$ cat src/rtl/cache_adaptor_pkg.sv
// Shared constants and FSM state encoding for the L1-to-memory cache line adaptor.
package cache_adaptor_pkg;

  localparam int LINE_W   = 256;
  localparam int BURST_W  = 64;
  localparam int BEATS    = LINE_W / BURST_W;
  localparam int CNT_W    = $clog2(BEATS);
  localparam int OFFSET_W = $clog2(LINE_W / 8);

  typedef enum logic [1:0] {
    IDLE  = 2'd0,
    READ  = 2'd1,
    WRITE = 2'd2,
    DONE  = 2'd3
  } state_e;

endpackage

$ cat src/rtl/cacheline_adaptor.sv
// Converts one cache line read/write request into a BEATS-long memory burst
// and answers the cache with a single resp_o pulse once the burst is complete.
module cacheline_adaptor
  import cache_adaptor_pkg::state_e;
  import cache_adaptor_pkg::IDLE;
  import cache_adaptor_pkg::READ;
  import cache_adaptor_pkg::WRITE;
  import cache_adaptor_pkg::DONE;
#(
  parameter int LINE_W  = cache_adaptor_pkg::LINE_W,
  parameter int BURST_W = cache_adaptor_pkg::BURST_W
) (
  input  logic               clk,
  input  logic               rst,
  input  logic [LINE_W-1:0]  line_i,
  output logic [LINE_W-1:0]  line_o,
  input  logic [31:0]        address_i,
  input  logic               read_i,
  input  logic               write_i,
  output logic               resp_o,
  input  logic [BURST_W-1:0] burst_i,
  output logic [BURST_W-1:0] burst_o,
  output logic [31:0]        address_o,
  output logic               read_o,
  output logic               write_o,
  input  logic               resp_i,
  output logic [1:0]         state_o
);

  localparam int BEATS    = LINE_W / BURST_W;
  localparam int CNT_W    = (BEATS > 1) ? $clog2(BEATS) : 1;
  localparam int OFFSET_W = $clog2(LINE_W / 8);
  localparam logic [CNT_W-1:0] LAST_BEAT = CNT_W'(BEATS - 1);

  // Handshake: the cache holds read_i/write_i until it sees the one-cycle
  // resp_o; memory moves exactly one beat on every cycle read_o/write_o and
  // resp_i are both high, and a low resp_i simply stalls the burst.
  state_e              state_q, state_d;
  logic [CNT_W-1:0]    cnt_q, cnt_d;
  logic [31:0]         addr_q, addr_d;
  logic [LINE_W-1:0]   wbuf_q, wbuf_d;
  logic [LINE_W-1:0]   rbuf_q, rbuf_d;
  logic                last_beat;

  assign last_beat = (cnt_q == LAST_BEAT);

  always_comb begin
    state_d = state_q;
    cnt_d   = cnt_q;
    addr_d  = addr_q;
    wbuf_d  = wbuf_q;
    rbuf_d  = rbuf_q;
    read_o  = 1'b0;
    write_o = 1'b0;
    resp_o  = 1'b0;
    case (state_q)
      IDLE: begin
        if (write_i || read_i) begin
          addr_d = {address_i[31:OFFSET_W], {OFFSET_W{1'b0}}};
          cnt_d  = '0;
          if (write_i) begin
            state_d = WRITE;
            wbuf_d  = line_i;
          end else begin
            state_d = READ;
          end
        end
      end
      READ: begin
        read_o = 1'b1;
        if (resp_i) begin
          rbuf_d[cnt_q*BURST_W +: BURST_W] = burst_i;
          cnt_d = last_beat ? '0 : cnt_q + CNT_W'(1);
          if (last_beat) state_d = DONE;
        end
      end
      WRITE: begin
        write_o = 1'b1;
        if (resp_i) begin
          cnt_d = last_beat ? '0 : cnt_q + CNT_W'(1);
          if (last_beat) state_d = DONE;
        end
      end
      // Requests are deliberately not looked at here so a held request
      // cannot immediately relaunch the transfer it just completed.
      DONE: begin
        resp_o  = 1'b1;
        state_d = IDLE;
      end
      default: state_d = IDLE;
    endcase
  end

  always_ff @(posedge clk or negedge rst) begin
    if (!rst) begin
      state_q <= IDLE;
      cnt_q   <= '0;
      addr_q  <= '0;
      wbuf_q  <= '0;
      rbuf_q  <= '0;
    end else begin
      state_q <= state_d;
      cnt_q   <= cnt_d;
      addr_q  <= addr_d;
      wbuf_q  <= wbuf_d;
      rbuf_q  <= rbuf_d;
    end
  end

  assign burst_o   = wbuf_q[cnt_q*BURST_W +: BURST_W];
  assign line_o    = rbuf_q;
  assign address_o = addr_q;
  assign state_o   = state_q;

endmodule
$ cat config.mk
export PLATFORM = sky130hd
export DESIGN_NAME = cacheline_adaptor
export DESIGN_NICKNAME = d
export VERILOG_FILES = /design/src/rtl/cache_adaptor_pkg.sv /design/src/rtl/cacheline_adaptor.sv
export SDC_FILE = /design/constraint.sdc
export NUM_CORES = 1
export LEC_CHECK = 0
export BUFFER_PORTS_ARGS = -buffer_cell sky130_fd_sc_hd__buf_2
export CORE_AREA = 2 2 275 277
export CTS_BUF_LIST = sky130_fd_sc_hd__clkbuf_4
export DETAILED_ROUTE_END_ITERATION = 10
export DIE_AREA = 0 0 277 279
export HOLD_SLACK_MARGIN = 0.12
export SETUP_SLACK_MARGIN = 0.05
export SLEW_MARGIN = 10
export SYNTH_ARGS = -nofsm -noshare
export SYNTH_HDL_FRONTEND = slang
export SYNTH_SLANG_ARGS = --single-unit
$ cat constraint.sdc
create_clock -name clk -period 4.7 [get_ports clk]
set_input_delay 0.47 -clock clk [delete_from_list [all_inputs] [get_ports clk]]
set_output_delay 0.47 -clock clk [all_outputs]
set_load 0.02 [all_outputs]
# Word level (Yosys, flattened, before mapping)
# Cells that the tools add are included.
# Widths: inputs -> output; s select.
totals:
  ff_bits: 543
  input_bits: 357
  output_inout_bits: 357
op_classes:
  addsub: 2
  n_eq_ne: 7
  shifts: 3
  n_mux: 13
  n_reduce_logical: 9
op_table:
  columns: ["op", "n"]
  rows:
  - ["$bwmux 256", 1]
  - ["$shift 64x34->256 const A", 1]
  - ["$shiftx 256x9->64", 1]
  - ["$shiftx 64x34->256", 1]
  - ["$neg 8->34", 1]
  - ["$mux 2", 7]
  - ["$reduce_and 3->1", 3]
  - ["$eq 2x2->1 const B", 3]
  - ["$pmux 2 s3", 1]
  - ["$ne 2x1->1 const B", 2]
  - ["$pmux 2 s2", 1]
  - ["$reduce_and 2->1", 2]
  - ["$mux 1", 3]
  - ["$add 2x1->2 const B", 1]
  - ["$eq 2x1->1 const B", 1]
  - ["$logic_not 2->1", 1]
  - ["$ne 2x2->1 const B", 1]
  - ["$reduce_bool 2->1", 1]
  - ["$reduce_or 2->1", 1]
  - ["$logic_or 1x1->1", 1]

# Longest topological paths before layout
# Gate-level depths: netlist of the first run.
logic_depth:
  word_depth: 4
  mapped_depth: 8
  mapped_depth_nobuf: 5

# Worst setup path after synthesis of the first run
# No wires, ideal clock.
synth_timing:
  kind: "reg2reg"
  from: "reg cnt_q[1]"
  to: "reg rbuf_q[132] (netlist: line_o[132])"
  setup_time_ns: 0.066
  arrival_time_ns: 2.502
  t_required_ns: 4.634
  path_slack_ns: 2.132
  path_stages_with_launch: 9
  path_buffers: 3
  synth_period_minus_slack_ns: 2.568
  cell_sequence: "dfrtp_1 > clkbuf_1 > clkbuf_1 > inv_1 > ha_1 > nand2b_1 > nor4_4 > buf_6 > a22o_1"
synth_via:
  elab_chain_len: 3
  elab_cells_between_ends: 4
  cone_classes: "add/sub: 1; shift: 2; mux: 1"
synth_rtl:
  columns: ["item", "line_no", "rtl"]
  rows:
  - ["start: declaration", "cacheline_adaptor.sv:39", "logic [CNT_W-1:0] cnt_q, cnt_d;"]
  - ["start signal: assignment", "cacheline_adaptor.sv:103", "cnt_q <= cnt_d;"]
  - ["$neg 8->34 (*)", "cacheline_adaptor.sv:72", "rbuf_d[cnt_q*BURST_W +: BURST_W] = burst_i;"]
  - ["$shiftx 64x34->256 / $shift 64x34->256 (equally long branches)", "cacheline_adaptor.sv:72", null]
  - ["$bwmux 256 (*)", "cacheline_adaptor.sv:72", null]
  - ["end signal: assignment", "cacheline_adaptor.sv:106", "rbuf_q <= rbuf_d;"]
  - ["end: declaration", "cacheline_adaptor.sv:42", "logic [LINE_W-1:0] rbuf_q, rbuf_d;"]
# Every way passes the cells marked *; elsewhere a longest branch is shown, timed or not.
# A chain may end at the register's enable or synchronous reset.

# Final worst setup path of the first run
layout_timing:
  from: "reg cnt_q[0]"
  to: "out burst_o[44]"
layout_via:
  elab_chain_len: 1
layout_rtl:
  columns: ["item", "line_no", "rtl"]
  rows:
  - ["$shiftx 256x9->64", "cacheline_adaptor.sv:110", "assign burst_o = wbuf_q[cnt_q*BURST_W +: BURST_W];"]
  - ["end: declaration", "cacheline_adaptor.sv:22", "output logic [BURST_W-1:0] burst_o,"]
# No other way between the ends.

==> impl_summary.txt, run 1 <==
----------------------------------------------------
[Layout]
  Final design utilization ... 43.27%
  Proportion of layout cells with a drive suffix above 1 ... 49.55%
  Nets@finish ... 2942
  Final standard cell area without fillers ... 32050 sq um
  Area added between synthesis and finish ... 48.66%
  Non-Filler Instances ... 3655

[Power and ir drop]
  Leak pwr ... 15.67 nW
  Power density over the cells ... 583.8 nW/um^2
  Worst voltage drop across the vdd grid ... 0.0003497 V

[STA]
  Setup repair after global routing missed its margin ... false
  Post-route clock skew ... 0.06490 ns
  Crit share post-route ... 80.21%
  Slew at the pin closest to its max-slew limit ... 1.177 ns
  Post-route minimum period ... 3.770 ns
  Headroom to the max-slew limit ... 21.55%
  Maximum clock frequency ... 265.3 MHz
  Final hold violation count ... 0
  Setup total negative slack ... 0 ns
  Final number of setup-violating endpoints ... 0
  Max-slew violations ... 0

[Run status]
  Status ... completed

[Placed design]
  IO buf count ... 703
  Number of placed instances with taps included ... 2992
  DP Area ... 26120 sq um
  Global placer's final weighted congestion ... 0.8651
  Detailed placement HPWL ... 49560 um

[Route]
  Number of vias per cell after detailed routing ... 4.792
  Drt initial violations ... 939
  DRC violations left ... 0
  Detail-routed net length per standard cell ... 20.68 um
  Drt total wl ... 75580 um
  Via Count ... 17520
  Antenna-violating nets left ... 0
  Drt first pass iters ... 5

[Critical path]
  Required time worst endpoint ... 4.23 ns
  WP data arrival ... 3.30 ns
  Largest fanout on the critical path ... 33
  Type of the worst setup path ... flop to output pin
  Number of buffer and inverter stages on the critical path ... 2
  Critical path's slowest cell ... sky130_fd_sc_hd__dfrtp_4
  Cell-by-cell trace of the critical path ... buf_4 -> mux4_2 -> buf_2
  Crit. End Element ... output pin
  Minimum setup slack among reg-to-reg paths ... 1.39 ns
  Delay of the slowest critical-path stage ... 0.93 ns
  Crit-path leading delay family ... flip-flops
  Type of origin of the critical path ... flop

[CTS]
  Number of clock buffers inserted by TritonCTS ... 150
  Number of buffers between clock root and the deepest sink ... 3
  Clock Sinks ... 543
  Max H-tree Level ... 4
  Clock-pin transition on the worst setup and hold timing paths ... 0.07 ns
  Clock latency on the worst-skew pair ... 0.97 ns
  Clk root buf ... sky130_fd_sc_hd__clkbuf_4
  Post-cts sizing count ... 0
  TritonCTS clock tree ... yes

[GRT]
  Tot GR Track Use ... 19.25%
  Initial antenna violation count ... 12
  Largest net degree at the start of global routing ... 116
  Aggregate global routing overflow ... 0
  Via count of the first global-routing pass ... 19220
  Wire length of the first global-routing pass ... 115000 um

[Floorplan]
  X dimension of the die ... 277 um
  Cell row count ... 100
  Overall die area ... 77280 sq um
  Core Box Area ... 74070 sq um
  Die span in y ... 279 um
  I/O pin count ... 714
  Initial core utilization ... 29.11%

[Yosys]
  Combined area of all synthesized cells ... 21560 sq um
  Flip-flop and latch count after synthesis ... 543
  Cells after Synth ... 1399
  Ranking of synthesized cells by area ... sky130_fd_sc_hd__dfrtp_1 (63%), sky130_fd_sc_hd__mux2_2 (15%), sky130_fd_sc_hd__a22o_1 (8.4%), sky130_fd_sc_hd__mux4_2 (6.7%), sky130_fd_sc_hd__nand2_1 (1.8%)
  Post-synthesis cell type count ... 26
  Post-synthesis sequential area ratio ... 63.02%
  Most numerous cell in the Yosys netlist ... sky130_fd_sc_hd__dfrtp_1
  Top cells by instance count after synthesis ... sky130_fd_sc_hd__dfrtp_1 (543), sky130_fd_sc_hd__mux2_2 (283), sky130_fd_sc_hd__a22o_1 (206)
  Average instance area after synthesis ... 15.41 sq um
  Async set-reset flop share out of synthesis ... 100.0%
  Most common flop cell mapped by yosys ... sky130_fd_sc_hd__dfrtp_1
  Yosys top cell area share ... 63.02%
  Number of flops mapped to enable cells by yosys ... 0
  Cell taking the most area after synthesis ... sky130_fd_sc_hd__dfrtp_1
  Total of warnings raised by yosys ... 0

[Hold path]
  Hold WC Path Type ... input port to flop

[Flow run]
  Max-capacitance violation count ... 0

----------------------------------------------------
==> state kept, by name, summed over array words and instances, names as in the netlist <==
name / flops
line_o: 256
cnt_q: 2
state_o: 2
wbuf_q: 256
address_o: 27
==> area by class of cell <==
cell class	instances	area, sq um
diodes	10	25.02
clock buffers	219	1644
clock inverters	35	249.0
fillers	6693	42020
inverters	4	15.01
multi-input cells	749	7505
flip-flops and latches	543	13600
well taps	969	1212
repair buffers	1126	7807
==> cell usage in the layout (no fill, tap or decap), types with 3 or more instances in the layout <==
| cell | count |
|---|---|
| sky130_fd_sc_hd__a22o_1 | 206 |
| sky130_fd_sc_hd__buf_12 | 7 |
| sky130_fd_sc_hd__buf_2 | 702 |
| sky130_fd_sc_hd__buf_4 | 17 |
| sky130_fd_sc_hd__clkbuf_4 | 219 |
| sky130_fd_sc_hd__clkinv_1 | 16 |
| sky130_fd_sc_hd__clkinv_2 | 5 |
| sky130_fd_sc_hd__conb_1 | 5 |
| sky130_fd_sc_hd__dfrtp_1 | 541 |
| sky130_fd_sc_hd__diode_2 | 10 |
| sky130_fd_sc_hd__dlygate4sd3_1 | 398 |
| sky130_fd_sc_hd__ha_1 | 11 |
| sky130_fd_sc_hd__inv_1 | 4 |
| sky130_fd_sc_hd__inv_6 | 4 |
| sky130_fd_sc_hd__inv_8 | 3 |
| sky130_fd_sc_hd__mux2_2 | 283 |
| sky130_fd_sc_hd__mux2i_1 | 6 |
| sky130_fd_sc_hd__mux4_2 | 64 |
| sky130_fd_sc_hd__nand2_1 | 105 |
| sky130_fd_sc_hd__nand3_2 | 3 |
| sky130_fd_sc_hd__nor4_4 | 3 |
| sky130_fd_sc_hd__o21ai_0 | 51 |
==> worst reg2reg max path, stage by stage, from the launching register on <==
cell and delay, ns:
sky130_fd_sc_hd__dfrtp_4 0.93, sky130_fd_sc_hd__inv_1 0.33, sky130_fd_sc_hd__ha_1 0.60, sky130_fd_sc_hd__nand2b_1 0.16
sky130_fd_sc_hd__nor4_4 0.15, sky130_fd_sc_hd__buf_4 0.71, sky130_fd_sc_hd__a22o_1 0.33
==> repair_timing <==
action,CTS,global route
setup buffers,0,0
hold buffers,399,0
hold endpoints to repair,723,0
==> per-stage QoR <==
step	hold slack (ns)	power (W)	worst slack [ns]
final	0.3127	0.01871	0.9303
after CTS	0.1205	0.01877	0.6475
after global routing	0.1730	0.01972	0.5850
after detailed placement	0.4655	0.01394	1.379
after floorplan	0.1744	0.01152	2.132
after global placement	0.4624	0.01370	1.493
==> metal layers <==
layer / track usage (%) / vias up / wire, um
met2: 32.24 / 869 / 37670
met4: 10.47 / 6 / 3453
met1: 22.10 / 8821 / 28700
met3: 5.857 / 202 / 5715
li1: - / 7617 / -
met5: 0 / - / 39
==> cell families after synthesis <==
family          synth area share, %
flops                         63.02
mux                           21.74
compound gates                9.650
simple gates                  2.420
buf+inv                       2.513
fa+ha+maj                    0.6383
other cells                 0.01739
==> worst paths after layout <==
path | startpoint | to | cells past startpoint
worst max-delay path | cnt_q[0] | burst_o[44] | 3
worst min-delay path | line_i[110] | wbuf_q[110] | 3
worst max register to register | cnt_q[0] | line_o[162] | 6
worst min register to register | line_o[220] | line_o[220] | 2
max in group asynchronous | rst | line_o[104] | 4
min in group asynchronous | rst | wbuf_q[114] | 3
==> power by group <==
part | internal (W) | leakage [nW] | switching, W
registers | 0.00629 | 6.94 | 0.00102
logic | 0.00346 | 7.60 | 0.00362
clock network | 0.00221 | 1.12 | 0.00210
total | 0.0120 | 15.7 | 0.00675
(Power assumes the default switching activity.)
==> run 2: changes to the inputs <==
CORE_AREA = 2 2 277 279   (was 2 2 275 277)
DIE_AREA = 0 0 279 281   (was 0 0 277 279)
clock period = 3.9 ns   (was 4.7 ns; I/O delays follow)
==> impl_summary.txt, run 2 <==
----------------------------------------------------
[Yosys]
  Total of warnings raised by yosys ... 0 (unchanged)
  Yosys top cell area share ... 63.02% (unchanged)
  Ranking of synthesized cells by area ... sky130_fd_sc_hd__dfrtp_1 (63%), sky130_fd_sc_hd__mux2_2 (15%), sky130_fd_sc_hd__a22o_1 (8.4%), sky130_fd_sc_hd__mux4_2 (6.7%), sky130_fd_sc_hd__nand2_1 (1.8%) (unchanged)
  Cells after Synth ... 1399 (unchanged)
  Async set-reset flop share out of synthesis ... 100.0% (unchanged)
  Cell taking the most area after synthesis ... sky130_fd_sc_hd__dfrtp_1 (unchanged)
  Combined area of all synthesized cells ... 21560 sq um (unchanged)
  Number of flops mapped to enable cells by yosys ... 0 (unchanged)
  Post-synthesis sequential area ratio ... 63.02% (unchanged)
  Post-synthesis cell type count ... 26 (unchanged)
  Most common flop cell mapped by yosys ... sky130_fd_sc_hd__dfrtp_1 (unchanged)
  Top cells by instance count after synthesis ... sky130_fd_sc_hd__dfrtp_1 (543), sky130_fd_sc_hd__mux2_2 (283), sky130_fd_sc_hd__a22o_1 (206) (unchanged)
  Average instance area after synthesis ... 15.41 sq um (unchanged)
  Flip-flop and latch count after synthesis ... 543 (unchanged)
  Most numerous cell in the Yosys netlist ... sky130_fd_sc_hd__dfrtp_1 (unchanged)

[CTS]
  Post-CTS Hold Buffers ... 653 (was 399)
  Clk root buf ... sky130_fd_sc_hd__clkbuf_4 (unchanged)
  Number of clock buffers inserted by TritonCTS ... 148 (was 150)
  Total setup buffers inserted after CTS ... 0 (unchanged)
  Clock Sinks ... 543 (unchanged)
  Max H-tree Level ... 4 (unchanged)
  Post-cts sizing count ... 0 (unchanged)
  Number of buffers between clock root and the deepest sink ... 3 (unchanged)

[Floorplan]
  Cell row count ... 101 (was 100)
  Initial core utilization ... 28.58% (was 29.11%)
  X dimension of the die ... 279 um (was 277 um)
  Die span in y ... 281 um (was 279 um)
  I/O pin count ... 714 (unchanged)

[Placed design]
  Number of placed instances with taps included ... 3009 (was 2992)
  Detailed placement HPWL ... 48980 um (was 49560 um)
  IO buf count ... 703 (unchanged)
  Global placer's final weighted congestion ... 0.8604 (was 0.8651)

[Run status]
  Log Error ... [ERROR RSZ-0060] Max buffer count reached.
  Status ... aborted with a tool error (was completed)
  Stop stage ... clock tree synthesis (4_1_cts)

----------------------------------------------------
-- run 2: cell counts after synthesis --
Identical to the previous run, type by type.
-- run 2: cells by family after synthesis --
group | share of synthesized area, %
compound gates | 9.650
fa+ha+maj | 0.6383
buf+inv | 2.513
flops | 63.02
mux | 21.74
other cells | 0.01739
simple gates | 2.420
-- run 2: through the flow --
| stage | cell area (sq um) | worst slack (ns) | utilization [%] |
|---|---|---|---|
| floorplan | 21580 | 1.332 | - |
| global placement | 26220 | 1.263 | 34.75 |
| detailed placement | 26220 | 1.257 | 34.75 |
==> run 3: changes to the inputs <==
CORE_AREA = 2 2 281 283   (was 2 2 277 279)
CTS_BUF_LIST = default   (was sky130_fd_sc_hd__clkbuf_4)
DIE_AREA = 0 0 283 285   (was 0 0 279 281)
HOLD_SLACK_MARGIN = default   (was 0.12)
PLACE_DENSITY_LB_ADDON = 0.15   (was default)
SETUP_SLACK_MARGIN = default   (was 0.05)
==> impl_summary.txt, run 3 (synthesis gave the netlist of run 1 again) <==
----------------------------------------------------
[Run status]
  Status ... completed (was aborted with a tool error)

[Floorplan]
  Die span in y ... 285 um (was 281 um)
  Cell row count ... 103 (was 101)
  X dimension of the die ... 283 um (was 279 um)
  Initial core utilization ... 27.65% (was 28.58%)
  Core Box Area ... 77970 sq um
  Overall die area ... 80660 sq um
  I/O pin count ... 714 (unchanged)

[STA]
  Maximum clock frequency ... 323.7 MHz
  Crit share post-route ... 79.22%
  Worst Hold Slack ... 0.04404 ns
  Post-route clock skew ... 0.03737 ns
  Final hold violation count ... 0
  Headroom to the max-slew limit ... 34.50%
  Setup repair after global routing missed its margin ... false
  Post-route minimum period ... 3.090 ns
  Setup total negative slack ... 0 ns
  Slew at the pin closest to its max-slew limit ... 0.9824 ns
  Final number of setup-violating endpoints ... 0
  Max-slew violations ... 0

[Critical path]
  Critical Path Stages ... 3
  Cell-by-cell trace of the critical path ... buf_4 -> mux4_2 -> buf_2
  Start point of the critical path ... cnt_q[1]
  End point of the critical path ... burst_o[51]
  Type of origin of the critical path ... flop
  Crit-path leading delay family ... buffers and inverters
  Required time worst endpoint ... 3.51 ns
  Critical register-to-register path endpoint ... line_o[115]
  Minimum setup slack among reg-to-reg paths ... 1.09 ns
  Type of the worst setup path ... flop to output pin
  Worst reg2reg path startpoint ... cnt_q[1]
  Critical path's slowest cell ... sky130_fd_sc_hd__dfrtp_4
  Delay of the slowest critical-path stage ... 0.77 ns
  WP data arrival ... 2.70 ns
  Worst Reg-to-Reg Cells ... 6
  Number of buffer and inverter stages on the critical path ... 2
  Largest fanout on the critical path ... 41
  Crit. End Element ... output pin

[Route]
  Detail-routed net length per standard cell ... 21.77 um
  Drt first pass iters ... 4
  Via Count ... 16110
  Antenna-violating nets left ... 0
  Drt total wl ... 75950 um
  Drt initial violations ... 756
  Number of vias per cell after detailed routing ... 4.617
  DRC violations left ... 0

[Power and ir drop]
  Total design power ... 0.02311 W
  Worst voltage drop across the vdd grid ... 0.0004315 V
  Proportion of total power due to net switching ... 34.51%
  Clock network fraction of total power ... 26.6%
  Psw ... 0.007978 W
  Leak pwr ... 15.15 nW
  Power density over the cells ... 736.3 nW/um^2
  Part of the power in combinational logic ... 36.1%
  Internal power ... 0.01514 W
  Register share of total power ... 37.4%

[Layout]
  Final standard cell area without fillers ... 31390 sq um
  Commonest cells after routing, fill and taps aside ... sky130_fd_sc_hd__buf_2 (702), sky130_fd_sc_hd__dfrtp_1 (541), sky130_fd_sc_hd__dlygate4sd3_1 (286)
  Final-layout fill cell count ... 7437
  Most common cell after layout, fill and taps aside ... sky130_fd_sc_hd__buf_2
  Proportion of layout cells with a drive suffix above 1 ... 48.89%
  Nets@finish ... 2751
  Area taken by multi-input logic gates ... 7505 sq um
  Sequential cell area in the final layout ... 13600 sq um
  Area added between synthesis and finish ... 45.59%

[CTS]
  Clock Sinks ... 543 (unchanged)
  Clk root buf ... sky130_fd_sc_hd__clkbuf_16 (was sky130_fd_sc_hd__clkbuf_4)
  Clock latency on the worst-skew pair ... 0.62 ns
  Number of clock buffers inserted by TritonCTS ... 66 (was 148)
  Number of buffers between clock root and the deepest sink ... 3 (unchanged)
  Total setup buffers inserted after CTS ... 0 (unchanged)
  Post-cts sizing count ... 0 (unchanged)
  Max H-tree Level ... 3 (was 4)
  Clock-pin transition on the worst setup and hold timing paths ... 0.06 ns
  TritonCTS clock tree ... yes

[GRT]
  Aggregate global routing overflow ... 0
  Largest net degree at the start of global routing ... 88
  Via count of the first global-routing pass ... 17490
  Initial antenna violation count ... 12
  Wire length of the first global-routing pass ... 114600 um
  Tot GR Track Use ... 18.57%

[Hold path]
  Hold WC Path Type ... input port to flop

[Placed design]
  Detailed placement HPWL ... 53810 um (was 48980 um)
  DP Area ... 26320 sq um (was 26220 sq um)
  Global placer's final weighted congestion ... 0.8312 (was 0.8604)
  IO buf count ... 703 (unchanged)

[Flow run]
  Max-capacitance violation count ... 0

----------------------------------------------------
==> run 3: what timing repair did <==
action | in CTS | in global routing
setup endpoints to repair | 0 | 0
hold endpoints to repair | 373 | 0
hold buffers | 286 | 0
==> run 3: worst min path at each step <==
stage                      from       endpoint  slack [ns]  cells after the start
finish              line_i[222]    wbuf_q[222]        0.04                      2
global route        line_i[114]    wbuf_q[114]       0.008                      2
CTS                 burst_i[27]    line_o[219]      0.0007                      3
detailed placement          rst     line_o[19]        0.47                      1
global placement    line_o[253]    line_o[253]        0.46                      2
floorplan                   rst  address_o[10]        0.09                      0
==> run 3: cell type report <==
cell class / count / area share [%]
antenna: 9 / 0.07174
clock inverter: 15 / 0.8529
clock buffer: 100 / 6.114
tap: 1050 / 4.185
sequential: 543 / 43.31
inverter: 4 / 0.04783
timing repair buffer: 1019 / 21.51
multi-input combinational: 749 / 23.91
==> run 3: power by group through the flow <==
| stage | registers [W] | logic, W | clock network [W] |
|---|---|---|---|
| 2_1_floorplan | 0.00903 | 0.00486 | 0 |
| 3_3_place_gp | 0.00861 | 0.00810 | 0 |
| 3_5_place_dp | 0.00872 | 0.00822 | 0 |
| 4_1_cts | 0.00863 | 0.00851 | 0.00634 |
| 5_1_grt | 0.00887 | 0.00892 | 0.00659 |
| 6_report | 0.00863 | 0.00834 | 0.00614 |
==> run 3: stage by stage <==
stage | utilization, % | cells | setup WS, ns
after floorplan | - | 1403 | 1.332
after global placement | 33.76 | 3079 | 1.116
after detailed placement | 33.76 | 3079 | 1.064
after CTS | 40.23 | 3480 | 0.6813
after global routing | 40.26 | 3488 | 0.6718
final | 40.26 | 3489 | 0.8103
==> run 3: routing by layer <==
layer | part of all wire, % | track usage, % | vias up
li1 | - | - | 7136
met1 | 40 | 22.61 | 8267
met4 | 3.3 | 7.168 | 6
met3 | 6.6 | 4.904 | 136
met5 | 0.054 | 0 | -
met2 | 50 | 31.46 | 563
